--- config.mk ---
export PLATFORM = sky130hd
export DESIGN_NAME = jar_digit_pacer
export DESIGN_NICKNAME = d
export VERILOG_FILES = /design/src/rtl/jar_digit_pacer.sv
export SDC_FILE = /design/constraint.sdc
export NUM_CORES = 1
export LEC_CHECK = 0
export BUFFER_PORTS_ARGS = -buffer_cell sky130_fd_sc_hd__buf_2
export CAP_MARGIN = 20
export CORE_ASPECT_RATIO = 0.5
export CORE_MARGIN = 2
export CORE_UTILIZATION = 25
export DETAILED_ROUTE_END_ITERATION = 8
export MAX_ROUTING_LAYER = met4
export PLACE_DENSITY = 0.46
export SYNTH_ARGS = -nofsm -noshare
export SYNTH_HDL_FRONTEND = slang
export SYNTH_SLANG_ARGS = --single-unit
--- constraint.sdc ---
create_clock -name clk -period 3.7 [get_ports clk]
set_input_delay 0.74 -clock clk [delete_from_list [all_inputs] [get_ports clk]]
set_output_delay 0.74 -clock clk [all_outputs]
set_load 0.1 [all_outputs]
--- src/rtl/jar_digit_pacer.sv ---
// Paces pi-digit display: requests digits upstream, shows each on a 7-segment output, then blanks.
// state  | meaning
// IDLE   | waiting for enable; display blank
// REQ    | one-cycle advance strobe to the upstream generator
// WAIT   | fixed upstream latency before hex_in is valid
// SHOW   | digit displayed; hold timer runs while enabled
// GAP    | blank interval separating consecutive digits
module jar_digit_pacer #(
    parameter int unsigned HOLD_BASE = 1000,
    parameter int unsigned GAP_TICKS = 200,
    parameter int unsigned LATENCY   = 2,
    parameter int unsigned CNT_W     = 16
) (
    input  logic       clk,
    input  logic       reset,
    input  logic       enable,
    input  logic [1:0] div_sel,
    input  logic [3:0] hex_in,
    output logic       advance,
    output logic [7:0] segments,
    output logic [8:0] digit_count,
    output logic       busy
);

    typedef enum logic [2:0] {S_IDLE, S_REQ, S_WAIT, S_SHOW, S_GAP} state_t;

    localparam logic [CNT_W-1:0] ONE     = CNT_W'(1);
    localparam logic [CNT_W-1:0] LAT_LD  = CNT_W'(LATENCY);
    localparam logic [CNT_W-1:0] GAP_LD  = CNT_W'(GAP_TICKS);
    localparam logic [CNT_W-1:0] HOLD_LD = CNT_W'(HOLD_BASE);

    state_t           state_q, state_d;
    logic [CNT_W-1:0] cnt_q, cnt_d;
    logic [3:0]       digit_q, digit_d;
    logic [8:0]       count_q, count_d;
    logic             advance_q, advance_d;
    logic             busy_q, busy_d;
    logic [7:0]       seg_q, seg_d;
    logic             cnt_last;

    function automatic logic [6:0] font(input logic [3:0] d);
        case (d)
            4'h0: font = 7'h3F;
            4'h1: font = 7'h06;
            4'h2: font = 7'h5B;
            4'h3: font = 7'h4F;
            4'h4: font = 7'h66;
            4'h5: font = 7'h6D;
            4'h6: font = 7'h7D;
            4'h7: font = 7'h07;
            4'h8: font = 7'h7F;
            4'h9: font = 7'h6F;
            4'hA: font = 7'h77;
            4'hB: font = 7'h7C;
            4'hC: font = 7'h39;
            4'hD: font = 7'h5E;
            4'hE: font = 7'h79;
            default: font = 7'h71;
        endcase
    endfunction

    // The edge that takes the counter from 1 to 0 is the phase-ending edge.
    assign cnt_last = (cnt_q <= ONE);

    always_comb begin
        state_d = state_q;
        cnt_d   = cnt_q;
        digit_d = digit_q;
        count_d = count_q;
        case (state_q)
            S_IDLE: begin
                if (enable) begin
                    cnt_d   = LAT_LD;
                    state_d = S_WAIT;
                end
            end
            S_REQ: begin
                cnt_d   = LAT_LD;
                state_d = S_WAIT;
            end
            S_WAIT: begin
                if (cnt_last) begin
                    digit_d = hex_in;
                    cnt_d   = HOLD_LD << div_sel;
                    state_d = S_SHOW;
                end else begin
                    cnt_d = cnt_q - ONE;
                end
            end
            S_SHOW: begin
                if (enable) begin
                    if (cnt_last) begin
                        count_d = count_q + 9'd1;
                        cnt_d   = GAP_LD;
                        state_d = S_GAP;
                    end else begin
                        cnt_d = cnt_q - ONE;
                    end
                end
            end
            S_GAP: begin
                if (enable) begin
                    if (cnt_last) begin
                        cnt_d   = '0;
                        state_d = S_REQ;
                    end else begin
                        cnt_d = cnt_q - ONE;
                    end
                end
            end
            default: state_d = S_IDLE;
        endcase

        advance_d = (state_d == S_REQ);
        busy_d    = (state_d != S_IDLE);
        seg_d     = (state_d == S_SHOW) ? {(count_d == 9'd0), font(digit_d)} : 8'h00;
    end

    always_ff @(posedge clk or posedge reset) begin
        if (reset) begin
            state_q   <= S_IDLE;
            cnt_q     <= '0;
            digit_q   <= 4'h0;
            count_q   <= 9'd0;
            advance_q <= 1'b0;
            busy_q    <= 1'b0;
            seg_q     <= 8'h00;
        end else begin
            state_q   <= state_d;
            cnt_q     <= cnt_d;
            digit_q   <= digit_d;
            count_q   <= count_d;
            advance_q <= advance_d;
            busy_q    <= busy_d;
            seg_q     <= seg_d;
        end
    end

    assign advance     = advance_q;
    assign segments    = seg_q;
    assign digit_count = count_q;
    assign busy        = busy_q;

endmodule

**Word level (Yosys, flattened, before mapping)**

Memory sizes are Yosys's and may differ from the RTL's.
Cells that the tools add are included.

- Bits in latches: 0
- Logic and storage cells: 46
- Flip-flop bits (word level): 42
- Memories kept: 1
- Output and inout port bits: 19
- Bits of input ports: 9
- RAM bits: 0
- Bits in read-only memories: 112

- Shift-type cells: 1
- Divide/modulo/power cells: 0
- Muxes and demuxes: 20
- Reduce and logical (&&, ||, !) cells: 5
- Multipliers: 0
- Equality and inequality tests: 9
- $add $sub $neg: 2
- Bitwise gates (word level): 0
- Order comparisons: 1

Memory list:

| name | depth | width | read ports | clocked after memory_dff | wr ports | line | text |
|---|---|---|---|---|---|---|---|
| (name not given) | 16 | 7 | 1 | 0 | 0 | 42 | `case (d)` |

Operators with widths:

| cell | number |
|---|---|
| 16-bit 2-to-1 mux | 6 |
| 16-bit case mux with 5 select lines | 1 |
| 9-bit 2-to-1 mux | 3 |
| 3-bit 2-to-1 mux | 6 |
| 16-bit by 1-bit less-or-equal comparator with 1-bit output, second input constant | 1 |
| 10-bit by 2-bit << shifter with 16-bit output, first input constant | 1 |
| 16-bit by 1-bit subtractor with 16-bit output, second input constant | 1 |
| 3-bit case mux with 5 select lines | 1 |
| 9-bit by 1-bit adder with 9-bit output, second input constant | 1 |
| 3-bit by 2-bit equality test with 1-bit output, second input constant | 3 |
| 9-bit logical NOT | 1 |
| 4-bit 2-to-1 mux | 2 |
| 8-bit 2-to-1 mux | 1 |
| 3-bit by 1-bit equality test with 1-bit output, second input constant | 2 |
| 2-bit inequality test, second input constant | 3 |
| 5-bit nonzero test | 1 |
| 4-bit AND reduction | 1 |
| 3-bit equality test, second input constant | 1 |
| 3-bit logical NOT | 1 |
| 3-bit nonzero test | 1 |

**Depth between registers and ports, before layout**

- Word-level depth: 6
- Gate-level depth with buffers: 13
- Gate-level depth less buffers: 10

**Worst setup path after synthesis**

Ideal clock, no wire load.

- Path kind: register to register
- Start point: register cnt_q[9]
- End point: register seg_q[3], in the netlist segments[3]
- Setup time: 0.078 ns
- Arrival: 2.952 ns
- Path buffers: 2
- Required time: 3.622 ns
- Slack: 0.670 ns
- Cell stages (with the launch flop): 12
- Cell sequence: dfrtp_1 -> or4_4 -> nor4_2 -> and3_1 -> clkbuf_1 -> buf_2 -> mux2i_1 -> inv_1 -> ha_1 -> inv_1 -> o221ai_1 -> a21oi_1

RTL lines:

| element | line | text |
|---|---|---|
| start, declared | 33 | `logic [CNT_W-1:0] cnt_q, cnt_d;` |
| start signal, assigned | 130 | `cnt_q <= cnt_d;` |
| 16-bit by 1-bit less-or-equal comparator with 1-bit output | 63 | `assign cnt_last = (cnt_q <= ONE);` |
| 4-bit 2-to-1 mux | 82 | `if (cnt_last) begin` |
| 4-bit 2-to-1 mux | 70 | `case (state_q)` |
| net digit_d[0] | 34 | `logic [3:0] digit_q, digit_d;` |
| memory read 16 x 7 bit | n/a |  |
| 8-bit 2-to-1 mux | 116 | `seg_d = (state_d == S_SHOW) ? {(count_d == 9'd0), font(digit_d)} : 8'h00;` |
| net seg_d[3] | 38 | `logic [7:0] seg_q, seg_d;` |
| end signal, assigned | 135 | `seg_q <= seg_d;` |
| end, declared | 38 |  |

The timed path passes the listed nets, and every way through them passes these cells.
A chain may end at the register's enable or synchronous reset.

**Worst setup path after layout**

Same ends and word-level chain as after synthesis.

==> results.ini <==
[timing]
clock_skew_ps = 6.58
worst_slack_ps = 561
max_freq_ghz = 0.319
tns_ps = 0
rsz0062_at_grt = false
setup_violations = 0
worst_slew_pin_slew_ps = 860
hold-worst-slack_ps = 467
min_period_ps = 3140
finalHoldViolations = 0
relSlewSlack_pct = 42.3
maxSlewViolCount = 0
fin_crit_sh_pct = 84.8

[setup_path]
cp.arrival_ps = 3340
worstRegToRegCells = 9
crit_end = segments[3]
worstSetupPathType = register to register
worstPathMaxFanout = 6
cp-start-kind = register
setup.worst_path.start = cnt_q[9]
r2r-start = cnt_q[9]
r2r_end = segments[3]
worstPathRequired_ps = 3900
regToRegSetupSlack_ps = 560
cp-end-kind = register

[pwr]
p_switching_uw = 965
totalPowerFinal_uw = 2100
seqPwrFrac_pct = 35.2
switching_share_pct = 45.9
powerDensity_mw_per_mm2 = 700
vdd_drop_max_uv = 187
power_leakage_uw = 0.00134
p_int_uw = 1140
pwr-share-comb_pct = 43.2
power_frac_clock_pct = 21.6

[logic_synthesis]
synthTopCellsByArea = dfrtp_1 42%, o21ai_0 6.1%, nor2_1 4.0%
synth_top_family_by_area = simple AND/OR/NAND/NOR gates
synth.area.mux_share_pct = 4.89
async_flop_share_pct = 100
synthCells = 285
yosysWarnings = 0
yosysUniqueCellTypes = 50
synth_nets = 302
avgSynthCellArea_um2 = 8.89
synth_top_area_cell = dfrtp_1
synth_edf_count = 0
synth_top_cell_area_share_pct = 41.5
synth_area_mm2 = 0.00253
synth-adder-area-share_pct = 3.95
yosys.area_share.simple_pct = 22.4
ys_seq_elements = 42
ys.flop_type = dfrtp_1
synth-seq-area-share_pct = 41.5
synth_xor_area_share_pct = 3.11
synth_compound_area_share_pct = 20.5

[status]
status = finished clean

[placement]
place_ws_ps = 573
port_buffers = 27
gp_congestion = 0.881
dp_hpwl_um = 5020

[clock_network]
clockBufferDepth = 2
cts_sinks = 42
clk_latency_ps = 290
cts-root-buf = clkbuf_16
ctsHtreeMaxLevel = 2
cts_setup_buffers = 0
postCtsHoldBufs = 0
clk_pin_slew_ps = 60
numCtsBuffers = 5
ctsResizeCount = 0
tritoncts = done

[global_route]
antenna_found_initial = 0
grt_max_degree = 21
grt_pass1_wl_um = 11600
grt_pass1_vias = 2282
grt_usage_pct = 13.8
overflow = 0

[floorplanning]
core_area_mm2 = 0.00963
row_count = 25
fp.dieW_um = 146
die_area_mm2 = 0.0110
pin_count = 28
die-height_um = 75.2
start_util_pct = 26.3

[layout]
drive_above_1_share_pct = 17.0
area_growth_pct = 18.7
layout.nets = 333
antenna_cells = 0

[detailed_routing]
via_per_inst = 5.04
firstDrtPassIters = 5
drc = 0
wl_per_cell_um = 14.9
wl_um = 6710
drt_iter0_drc = 158
via_count = 2279
antenna_left = 0

[run]
max-cap-violations = 0

[worst_hold_path]
hp-class = input pin to asynchronous set/reset pin

-- registers in the layout, summed over array words and instances (netlist names) --
register	cells
advance	1
busy	1
cnt_q	16
digit_count	9
digit_q	4
segments	8
state_q	3
-- layout make-up --
type | instances | area (um2)
flip-flops and latches | 42 | 1050
repair buffers | 35 | 195
clock buffers | 6 | 139
well taps | 135 | 169
clock inverters | 2 | 12.5
multi-input cells | 219 | 1390
inverters | 13 | 48.8
fillers | 1031 | 6630
-- critical path, stage by stage, from the launching register on --
cell and delay (ps):
dfrtp_1 410, or4_4 560, nor4_2 550, and3_1 370, mux2i_1 380, inv_1 140, ha_1 240, inv_1 90
o221ai_1 130, a21oi_1 190
-- stage by stage --
| step | cell area, um2 | cells | util [%] |
|---|---|---|---|
| CTS | 3010 | 452 | 31.2 |
| global placement | 2850 | 444 | 29.6 |
| finish | 3010 | 452 | 31.2 |
| detailed placement | 2850 | 444 | 29.6 |
| global route | 3010 | 452 | 31.2 |
| floorplan | 2530 | 285 | - |
-- cell usage after synthesis, types with 2 or more instances --
cell type / instances
nand2b_1: 2
xor2_1: 7
nand2_1: 23
and3_1: 3
o21ai_0: 31
dfrtp_1: 42
nand3_1: 8
xnor2_1: 2
a311oi_1: 2
mux2i_1: 9
a21oi_1: 15
nand4_1: 2
o22ai_1: 4
o221ai_1: 3
nor3_1: 12
a21o_1: 3
or3_1: 6
o21a_1: 3
nor2b_1: 5
nor2_1: 27
ha_1: 8
or4_4: 2
a31oi_1: 4
o211ai_1: 5
mux2_2: 3
a211oi_1: 3
nor4_1: 6
or4_1: 2
inv_1: 13
clkbuf_1: 10
-- how the worst min path moves through the flow --
stage | depth (start not counted) | end | startpoint | slack (ps)
4_1_cts | 2 | segments[2] | reset | 480
3_3_place_gp | 1 | cnt_q[15] | cnt_q[15] | 490
5_1_grt | 2 | segments[2] | reset | 510
3_5_place_dp | 1 | cnt_q[15] | cnt_q[15] | 500
2_1_floorplan | 1 | cnt_q[15] | cnt_q[15] | 450
6_report | 2 | segments[2] | reset | 470
-- layout by cell type (no fill, tap or decap), types with 4 or more instances in the layout --
cell	n
buf_2	27
nor2b_1	5
o22ai_1	4
clkbuf_16	5
or3_1	6
inv_1	13
mux2i_1	9
a21oi_1	15
dfrtp_1	42
nand3_1	8
nand2_1	23
nor3_1	12
buf_4	8
nor2_1	27
o211ai_1	5
o21ai_0	31
nor4_1	6
xor2_1	7
ha_1	8
a31oi_1	4
-- cells by family after synthesis --
family	count (synthesis)
and+or+nand+nor	107
AOI/OAI and AO/OA	83
DFF	42
buffers and inverters	24
muxes	12
xor gates and xnor gates	9
adders and majority gates	8
-- power groups by stage --
stage / clock, uW / combinational, uW / sequential, uW
after global placement: 0 / 901 / 743
after detailed placement: 0 / 910 / 743
after floorplan: 0 / 522 / 918
after global routing: 495 / 1010 / 767
final: 454 / 909 / 740
after CTS: 469 / 912 / 738
-- per-layer routing --
metal  routed length (um)  up-vias  global-route usage (%)
met5                    0        -                       -
met4                   74        0                    4.10
met3                  345        8                    3.64
met2                 3040       65                    22.0
met1                 3260     1093                    17.5
li1                     -     1113                       -
No activity file was read; power rests on OpenSTA's default activity.
